**src/rtl/ext_int_responder.sv**
```systemverilog
// ext_int_responder: external interrupt source partnering the CPU's
// m_int_addr/m_int_byteen acknowledge outputs. Queues requests (external
// strobe plus optional periodic auto-request), raises `interrupt`, holds it
// until the handler acknowledges, then enforces a minimum low gap.
// Optional feature macro: EXT_INT_TIMEOUT_EN adds a RAISE watchdog
// (parameter TIMEOUT, sticky output `timeout`).
module ext_int_responder #(
    parameter int unsigned PERIOD   = 0,
    parameter int unsigned MAX_PEND = 7,
    parameter int unsigned GAP_CYC  = 2,
    parameter logic [31:0] ACK_ADDR = 32'h0000_7f20
`ifdef EXT_INT_TIMEOUT_EN
    ,
    parameter int unsigned TIMEOUT  = 1000
`endif
) (
    input  logic        clk,
    input  logic        reset,
    input  logic        req_i,
    input  logic [31:0] m_int_addr,
    input  logic [3:0]  m_int_byteen,
    output logic        interrupt,
    output logic [7:0]  pending,
    output logic [15:0] ack_cnt,
    output logic        overflow,
    output logic        spurious
`ifdef EXT_INT_TIMEOUT_EN
    ,
    output logic        timeout
`endif
);

    localparam int unsigned GCNT_W = (GAP_CYC > 1) ? $clog2(GAP_CYC) : 1;
    localparam int unsigned SUM_W  = 10;

    typedef enum logic [1:0] {
        IDLE  = 2'd0,
        RAISE = 2'd1,
        GAP   = 2'd2
    } state_t;

    state_t              state;
    state_t              state_next;
    logic [GCNT_W-1:0]   gcnt;
    logic [GCNT_W-1:0]   gcnt_next;
    logic                auto_req_c;
    logic                ack_c;
    logic                accept_c;
    logic [SUM_W-1:0]    pend_sum_c;
    logic                pend_over_c;
    logic [7:0]          pending_next;
    logic                gap_enter_c;

    // Acknowledge decode: the CPU's interrupt-acknowledge write.
    assign ack_c    = (|m_int_byteen) && (m_int_addr == ACK_ADDR);
    assign accept_c = ack_c && (state == RAISE);

    // Periodic auto-request generator; absent when PERIOD is 0.
    generate
        if (PERIOD > 0) begin : g_period
            localparam int unsigned PCNT_W = (PERIOD > 1) ? $clog2(PERIOD) : 1;
            logic [PCNT_W-1:0] pcnt;

            // Free-running period counter, wraps at PERIOD-1.
            always_ff @(posedge clk or posedge reset) begin
                if (reset) begin
                    pcnt <= '0;
                end else if (pcnt == PCNT_W'(PERIOD - 1)) begin
                    pcnt <= '0;
                end else begin
                    pcnt <= pcnt + PCNT_W'(1);
                end
            end

            assign auto_req_c = (pcnt == PCNT_W'(PERIOD - 1));
        end else begin : g_no_period
            assign auto_req_c = 1'b0;
        end
    endgenerate

    // Pending arithmetic: add this cycle's requests, retire an accepted ack,
    // saturate at MAX_PEND. Accept only happens in RAISE where pending >= 1.
    always_comb begin
        pend_sum_c   = SUM_W'(pending) + SUM_W'(req_i) + SUM_W'(auto_req_c)
                     - SUM_W'(accept_c);
        pend_over_c  = (pend_sum_c > SUM_W'(MAX_PEND));
        pending_next = pend_over_c ? 8'(MAX_PEND) : pend_sum_c[7:0];
    end

`ifdef EXT_INT_TIMEOUT_EN
    localparam int unsigned TCNT_W = $clog2(TIMEOUT + 1);
    logic [TCNT_W-1:0] tcnt;
    logic              tmo_hit_c;

    assign tmo_hit_c = (state == RAISE) && !accept_c
                       && (tcnt == TCNT_W'(TIMEOUT - 1));

    // RAISE dwell counter; cleared on every entry into RAISE.
    always_ff @(posedge clk or posedge reset) begin
        if (reset) begin
            tcnt <= '0;
        end else if ((state_next == RAISE) && (state != RAISE)) begin
            tcnt <= '0;
        end else if (state == RAISE) begin
            tcnt <= tcnt + TCNT_W'(1);
        end
    end

    // Sticky watchdog flag.
    always_ff @(posedge clk or posedge reset) begin
        if (reset) begin
            timeout <= 1'b0;
        end else if (tmo_hit_c) begin
            timeout <= 1'b1;
        end
    end
`endif

    // Next-state logic: IDLE waits for work, RAISE waits for ack, GAP
    // holds the line low for GAP_CYC cycles before re-evaluating.
    always_comb begin
        state_next  = state;
        gcnt_next   = gcnt;
        gap_enter_c = 1'b0;
        case (state)
            IDLE: begin
                if (pending != 8'd0) begin
                    state_next = RAISE;
                end
            end
            RAISE: begin
                if (accept_c) begin
                    gap_enter_c = 1'b1;
                end
`ifdef EXT_INT_TIMEOUT_EN
                if (tmo_hit_c) begin
                    gap_enter_c = 1'b1;
                end
`endif
                if (gap_enter_c) begin
                    state_next = GAP;
                    gcnt_next  = GCNT_W'(GAP_CYC - 1);
                end
            end
            GAP: begin
                if (gcnt == '0) begin
                    state_next = (pending_next != 8'd0) ? RAISE : IDLE;
                end else begin
                    gcnt_next = gcnt - GCNT_W'(1);
                end
            end
            default: begin
                state_next = IDLE;
                gcnt_next  = '0;
            end
        endcase
    end

    // State and gap counter registers.
    always_ff @(posedge clk or posedge reset) begin
        if (reset) begin
            state <= IDLE;
            gcnt  <= '0;
        end else begin
            state <= state_next;
            gcnt  <= gcnt_next;
        end
    end

    // Interrupt line tracks the RAISE state with no extra cycle of delay.
    always_ff @(posedge clk or posedge reset) begin
        if (reset) begin
            interrupt <= 1'b0;
        end else begin
            interrupt <= (state_next == RAISE);
        end
    end

    // Request queue depth and overflow flag.
    always_ff @(posedge clk or posedge reset) begin
        if (reset) begin
            pending  <= 8'd0;
            overflow <= 1'b0;
        end else begin
            pending <= pending_next;
            if (pend_over_c) begin
                overflow <= 1'b1;
            end
        end
    end

    // Accepted acknowledge counter and sticky spurious-ack flag.
    always_ff @(posedge clk or posedge reset) begin
        if (reset) begin
            ack_cnt  <= 16'd0;
            spurious <= 1'b0;
        end else begin
            if (accept_c) begin
                ack_cnt <= ack_cnt + 16'd1;
            end
            if (ack_c && (state != RAISE)) begin
                spurious <= 1'b1;
            end
        end
    end

endmodule

```
**config.mk**
```make
export PLATFORM = sky130hd
export DESIGN_NAME = ext_int_responder
export DESIGN_NICKNAME = d
export VERILOG_FILES = /design/src/rtl/ext_int_responder.sv
export SDC_FILE = /design/constraint.sdc
export NUM_CORES = 1
export LEC_CHECK = 0
export CAP_MARGIN = 25
export CORE_MARGIN = 10
export CORE_UTILIZATION = 40
export DETAILED_ROUTE_END_ITERATION = 12
export PLACE_DENSITY = 0.78
export SLEW_MARGIN = 10
export SYNTH_ARGS = -nofsm -noshare
export SYNTH_HDL_FRONTEND = slang
export SYNTH_SLANG_ARGS = --single-unit
```
**constraint.sdc**
```tcl
create_clock -name clk -period 4.79 [get_ports clk]
set_input_delay 0.958 -clock clk [delete_from_list [all_inputs] [get_ports clk]]
set_output_delay 0.958 -clock clk [all_outputs]
set_load 0.05 [all_outputs]
```
==> results.txt, run 1 <==
- The run finished with clean final reports.
- In this run the worst setup path begins at m_int_addr[29].
- Clock tree from TritonCTS: done
* DPL Wire Length: 3.74 mm
- Overall fraction of global-route tracks in use: 0.119
- Entering global routing, the biggest net connects 31 pins.
* Sequential-to-total area share from yosys stat: 0.415
- IO buf count: 65
* DIE HEIGHT: 87.3 um
* Most frequently used cell type in the post-synthesis netlist: sky130_fd_sc_hd__dfrtp_1
- Data arrives at the worst endpoint at 4550 ps.
- The number of antenna diodes in the final layout is 0.
* Worst hold path depth: 1
- After clock tree synthesis, the clock-pin slew on the worst setup and hold paths is 60 ps.
* Type of the worst setup path: in2reg
* Max IR drop VDD: 0.255 mV
- The largest total area in the synthesized netlist belongs to sky130_fd_sc_hd__dfrtp_1.
* Sinks on Clock Net: 30
- 1st-iter DRT viols: 76
- In the post-route analysis, the smallest setup slack over all paths is 367 ps.
* # IOs: 66
* Fillcell total: 375
- Fmax: 226 MHz
- Averaged over all synthesized cells, the footprint is 10.5 sq um.
* Skew-Pair Late Insertion Delay: 270 ps
* Startpoint type of the worst setup path: input port
* Wire length per cell after detailed routing: 15.0 um
- After detailed routing, the number of remaining DRC violations is 0.
* Worst reg2reg path depth: 13
- In this run the critical register-to-register path is launched from state[1].
- Commonest cells in the synthesized netlist: 30 x sky130_fd_sc_hd__dfrtp_1, 18 x sky130_fd_sc_hd__inv_1, 14 x sky130_fd_sc_hd__ha_1
- Placeable Area: 4350 sq um
- CTS buffer count: 5
- Remaining antenna violation count after routing: 0
- Net count reported at finish: 305
- Post-CTS setup buffer count: 0
- The max-slew violation count came to 0.
- Hold_buf cts: 0
* Number of register bits inferred by synthesis: 30
* WL final: 4.54 mm
- At the pin with the least slew margin, the transition time is 516 ps.
- The initial antenna violation count is 0.
* Layout cell share with drive strength beyond 1: 0.0797
- The final route contains 1530 vias.
- Vias per inst: 5.05
* Most common flop cell mapped by yosys: sky130_fd_sc_hd__dfrtp_1
- At the worst endpoint, the required time is 4910 ps.
- RSZ-0062 raised after global routing: no
- Setup violations remaining at the end of the flow were counted as 0.
* Count of different cell masters after synthesis: 40
- Floorplan row count: 24
* Final weighted congestion of routability-driven global placement: 0.916
* Initial cell density of the core: 0.416
- Counting flops with a built-in enable in the synthesized netlist gives 0.
- Via count of the first global-routing pass: 1553
- Number of failing hold endpoints at the final stage: 0
- In this run the cell area of the synthesized design comes to 1810 sq um.
* Leading post-synthesis cells by cell area: sky130_fd_sc_hd__dfrtp_1 41%, sky130_fd_sc_hd__ha_1 9.7%, sky130_fd_sc_hd__xor2_1 5.3%
- In this run the worst path has a maximum fanout of 6.
- Yosys top cell area share: 0.415
- Post-cts gate resize count: 0
* Fin Setup TNS: 0 ps
- For this run the aggregate overflow at the end of global routing stands at 0.
- For this design the static power due to leakage is 1.21 nW.
- Post-Synthesis Cells: 173
- Counting along the longest clock path gives a buffer depth of 2.
* Max-Slew Margin vs Limit: 0.653
- Max-cap violations: 0
- Total power per unit cell area: 231 nW/um^2
- Counting I/O delays and the setup requirement, the final critical path takes 4420 ps.
- The worst hold path begins at spurious.
- The first global-routing pass estimated 7.42 mm of wire.
* Fraction of the cycle the final worst path needs: 0.923
- Dpl ws: 71.0 ps
- The tree is rooted in a sky130_fd_sc_hd__clkbuf_8.
* Router iterations before antenna repair: 4
- STA classifies the critical path endpoint as a flip-flop.
* Width of the die: 87.3 um
- Counting flops with an async set or reset pin after synthesis yields a share of 1.00.
- H-tree depth: 2
- The path class of the tightest hold or removal check is reg2reg.
* Worst-case clock skew: 6.47 ps
- The floorplan step defined a die boundary enclosing 7610 sq um.
* Area added between synthesis and finish: 47.4%
* Total of warnings raised by yosys: 0
==> cell type report <==
type / count / area, sq um / area share
Tap cell: 52 / 65.1 / 0.0244
Clock buffer: 6 / 82.6 / 0.0310
Inverter: 18 / 67.6 / 0.0253
Timing Repair Buffer: 67 / 666 / 0.250
Clock inverter: 1 / 30.0 / 0.0113
Multi-Input combinational cell: 129 / 1010 / 0.377
Sequential cell: 30 / 751 / 0.281
==> cell usage in the layout (no fill, tap or decap), drive strengths merged, types with 2 or more instances in the layout <==
cell type	count
conb	5
nor2	5
xor2	11
clkdlybuf4s50	65
a21oi	6
nor3	9
nor4bb	2
buf	2
ha	14
clkbuf	6
nand3	9
nand3b	2
nand2	7
inv	18
dfrtp	30
a31oi	3
xnor2	8
nor4b	3
o21bai	3
nand2b	3
o21ai	4
nor2b	6
nand4	7
nor4	7
a211oi	2
==> metrics by stage <==
step / util / instances / power, mW / area (sq um) / hold slack [ps]
after global routing: 0.613 / 303 / 0.644 / 2670 / 475
after global placement: 0.587 / 296 / 0.364 / 2550 / 442
after floorplan: - / 177 / 0.317 / 1820 / 474
after detailed placement: 0.587 / 296 / 0.365 / 2550 / 445
final: 0.613 / 303 / 0.615 / 2670 / 459
after CTS: 0.613 / 303 / 0.622 / 2670 / 459
==> routing by layer <==
metal	GRT usage	up-vias	wire length, um
met5	0	-	0
met4	0.0420	0	38
met3	0.0431	2	396
met2	0.183	48	2030
met1	0.150	715	2070
li1	-	765	-
==> flip-flops by register name (all words and copies together), names as in the netlist <==
signal / cells
ack_cnt: 16
pending: 8
state: 2
gcnt: 1
interrupt: 1
overflow: 1
spurious: 1
==> path summary, 6_finish.rpt <==
check / to / slack (ps)
worst max register to register: pending[1] / 1390
worst min-delay path: spurious / 460
worst max-delay path: pending[1] / 370
max in group asynchronous: pending[3] / 3460
min in group asynchronous: ack_cnt[0] / 1050
worst min register to register: spurious / 460
==> where the power goes <==
group	internal, mW	switching (mW)	total (mW)
registers	0.256	0.00203	0.258
logic	0.0541	0.0472	0.101
clock network	0.166	0.0895	0.256
total	0.476	0.139	0.615
==> worst max-delay path, stage by stage <==
cell                              delay [ps]
sky130_fd_sc_hd__clkdlybuf4s50_1         400
sky130_fd_sc_hd__nor4_1                  340
sky130_fd_sc_hd__nand4_1                 220
sky130_fd_sc_hd__nor4_4                  320
sky130_fd_sc_hd__ha_1                    270
sky130_fd_sc_hd__inv_1                    60
sky130_fd_sc_hd__ha_1                    150
sky130_fd_sc_hd__inv_1                    50
sky130_fd_sc_hd__fa_1                    390
sky130_fd_sc_hd__nor2b_1                 170
sky130_fd_sc_hd__o311a_1                 200
sky130_fd_sc_hd__a21oi_1                  50
sky130_fd_sc_hd__a2111o_1                290
sky130_fd_sc_hd__nor4_2                  500
sky130_fd_sc_hd__nand3_1                 170
==> cells by family (layout without fill, tap and decap cells) <==
group	count (synthesis)	in the layout	synth area share
buffers and inverters	18	92	0.0373
and+or+nand+nor	64	64	0.247
AOI/OAI and AO/OA	24	24	0.0871
adders and majority gates	15	15	0.108
xor gates and xnor gates	19	19	0.0920
muxes	2	2	0.0118
DFF	30	30	0.415
other	1	5	0.00207
No activity file was read; power rests on OpenSTA's default activity.
==> run 2: changes to the inputs <==
--- a/config.mk
+++ b/config.mk
@@ -5,10 +5,11 @@
 export SDC_FILE = /design/constraint.sdc
 export NUM_CORES = 1
 export LEC_CHECK = 0
-export CAP_MARGIN = 25
+export CAP_MARGIN = 20
 export CORE_MARGIN = 10
 export CORE_UTILIZATION = 40
 export DETAILED_ROUTE_END_ITERATION = 12
+export MAX_ROUTING_LAYER = met4
 export PLACE_DENSITY = 0.78
 export SLEW_MARGIN = 10
 export SYNTH_ARGS = -nofsm -noshare
==> run 2 against run 1 <==
Final cell count grew 0.33%. Cell area grew 1.1%. Setup slack lost 34 ps. Register-to-register slack lost 80 ps. Count of clock-buffer cells in the layout is the same. Largest power group is now clock. Critical path depth is the same. Sequential power is essentially flat. Wire length grew 1.7%. Sequential cell count is the same. Critical endpoint is now interrupt.
==> results.txt, run 2 (synthesis results as in run 1) <==
- The non-filler instance count after layout is 304 (+0.33%).
- Top flop regs: ack_cnt (16), pending (8), state (2)
- Overall fraction of global-route tracks in use: 0.120 (+0.000993)
- Remaining global-route overflow: 0 (unchanged)
- Leaving out fill and tap cells, the most frequent cell in the layout is sky130_fd_sc_hd__clkdlybuf4s50_1.
- Total power per unit cell area: 249 nW/um^2 (+8.1%)
- Buffer levels on the longest clock path: 2 (unchanged)
- Sinks on Clock Net: 30 (unchanged)
- Status: finished clean
- The total clock buffers created by CTS is 5 (unchanged).
- Largest net degree at the start of global routing: 31 (unchanged)
* # IOs: 66 (unchanged)
- The number of core rows is 24 (unchanged).
- The arrival time at the worst endpoint was 4580 ps (+30 ps).
- The worst setup path is launched from an input port.
* Transition at the pin with the smallest max-transition slack: 543 ps (+26.5 ps)
- The area of the die came to 7610 sq um (unchanged).
* Max-cap violations: 0 (unchanged)
- The H-tree depth reported by CTS was 2 (unchanged).
- Wire length per cell after detailed routing: 15.2 um (+1.4%)
- Type of the worst setup path: in2reg
* Hold WS: 461 ps (+2.38 ps)
- The number of input and output port buffers inserted was 65 (unchanged).
- Most flop-heavy register: ack_cnt
- Final critical-path required period: 4460 ps (+34.4 ps)
- The setup TNS is 0 ps (unchanged).
- The initial DRC count was 66 (-13%).
* Via count of the first global-routing pass: 1528 (-1.6%)
- Worst-case clock skew: 6.88 ps (+0.404 ps)
- Remaining antenna violation count after routing: 0 (unchanged)
- The tree is rooted in a sky130_fd_sc_hd__clkbuf_8.
- DIE HEIGHT: 87.3 um (unchanged)
- RSZ-0062 raised after global routing: no
* Setup Viol. Count Final: 0 (unchanged)
* Post-cts gate resize count: 0 (unchanged)
- The fraction of layout cells with a size suffix above 1 came to 0.0833 (+0.00365).
* Placed cells: 296 (unchanged)
- The die boundary width was 87.3 um (unchanged).
- First-pass GRT wire length: 7.29 mm (-1.9%)
- The floorplan core area is 4350 sq um (unchanged).
* Initial cell density of the core: 0.416 (unchanged)
- Reg area: 751 sq um (unchanged)
* Post-CTS setup buffer count: 0 (unchanged)
- Max-Slew Margin vs Limit: 0.635 (-0.0178)
- Hold_buf cts: 0 (unchanged)
- TritonCTS built the clock tree.
* Count of buffering cells on the critical path with inverters included: 3 (unchanged)
- Highest net fanout along the worst path: 6 (unchanged)
- The worst vdd rail ir drop is 0.311 mV (+22%).
* List of cells traversed by the critical path: clkdlybuf4s50_1 > nor4_1 > nand4_1 > nor4_4 > ha_1 > inv_1 > ha_1 > inv_1 > fa_1 > nor2b_1 > o311a_1 > a21oi_1 > a2111o_1 > nor4_2 > a31oi_1
* Number of design rule violations left after detail routing: 0 (unchanged)
- Antenna violations before repair: 0 (unchanged)
* Cell at the slowest stage of the critical path: sky130_fd_sc_hd__nor4_2
- The total leakage power was 1.22 nW (+1.2%).
- The clock latency reported for the late side of the worst-skew pair came to 270 ps (about the same).
- The placed wire-length estimate after detailed placement came to 3.86 mm (+3.3%).
- STA classifies the critical path endpoint as a flip-flop.
- The mean number of vias per cell is 5.05 (about the same).
- Multi-input combinational cell area: 1010 sq um (unchanged)
* Router iterations before antenna repair: 4 (unchanged)
- The upper clock frequency limit was 224 MHz (-0.77%).
- Ant diodes: 0 (unchanged)
* Worst min-delay path class: reg2reg
- Most used cells in the layout excluding fill and tap cells: 65 x sky130_fd_sc_hd__clkdlybuf4s50_1, 30 x sky130_fd_sc_hd__dfrtp_1, 18 x sky130_fd_sc_hd__inv_1, 14 x sky130_fd_sc_hd__ha_1, 11 x sky130_fd_sc_hd__xor2_1
* Fraction of the cycle the final worst path needs: 0.930 (+0.00718)
- The max-slew violation count was 0 (unchanged).
- Final weighted congestion of routability-driven global placement: 0.847 (-7.5%)
* Cell family contributing the most delay on the critical path: simple AND/OR/NAND/NOR gates
* Largest stage delay on the critical path: 520 ps (+20 ps)
- The number of nets at the end of the flow is 305 (unchanged).
- The flip-flop count of the largest register, all copies and words added is 16 (unchanged).
- Fillcell total: 379 (+1.1%)
- Number of failing hold endpoints at the final stage: 0 (unchanged)
* Area added between synthesis and finish: 49.1%
- The via count was 1535 (+0.33%).
- The required time at the endpoint of the critical path was 4910 ps (about the same).
- Clock slew at reported path FFs: 60 ps (about the same)
- WL final: 4.62 mm (+1.7%)
* Utilization of the core after routing: 0.620 (+0.00690)
run 2: changes by cell type in the layout (fill, tap and decap cells not counted), sizes merged:
cell and change:
bufinv +1
run 2: layout make-up:
type                    instances  area share
inverters                      18      0.0250
well taps                      52      0.0241
repair buffers                 67       0.247
clock inverters                 2      0.0223
clock buffers                   6      0.0306
multi-input cells             129       0.373
flip-flops and latches         30       0.278
run 2: worst paths after layout:
path	start	to	slack [ps]	cells after the start
worst max-delay path	m_int_addr[29]	interrupt	330	15
min in group asynchronous	reset	overflow	1050	3
worst min register to register	spurious	spurious	460	1
worst min-delay path	spurious	spurious	460	1
max in group asynchronous	reset	ack_cnt[2]	3460	3
worst max register to register	state[1]	interrupt	1310	13
run 2: through the flow:
step / setup WS, ps / area (sq um) / total power [mW]
detailed placement: 8.48 / 2550 / 0.365
CTS: 274 / 2700 / 0.682
finish: 333 / 2700 / 0.672
global placement: 178 / 2550 / 0.364
floorplan: 536 / 1820 / 0.317
global route: 16.1 / 2700 / 0.704
run 2: report_power, final:
| part | internal, mW | total (mW) | leakage, nW | switching (mW) |
|---|---|---|---|---|
| Sequential | 0.256 | 0.258 | 0.366 | 0.00212 |
| Clock | 0.222 | 0.312 | 0.0714 | 0.0904 |
| Combinational | 0.0541 | 0.102 | 0.782 | 0.0477 |
run 2: metal layers:
metal,vias to the layer above,track usage,wire (um)
met2,53,0.190,2080
met3,4,0.0375,384
li1,768,-,-
met4,0,0.0348,46
met1,710,0.143,2100
met5,-,-,0
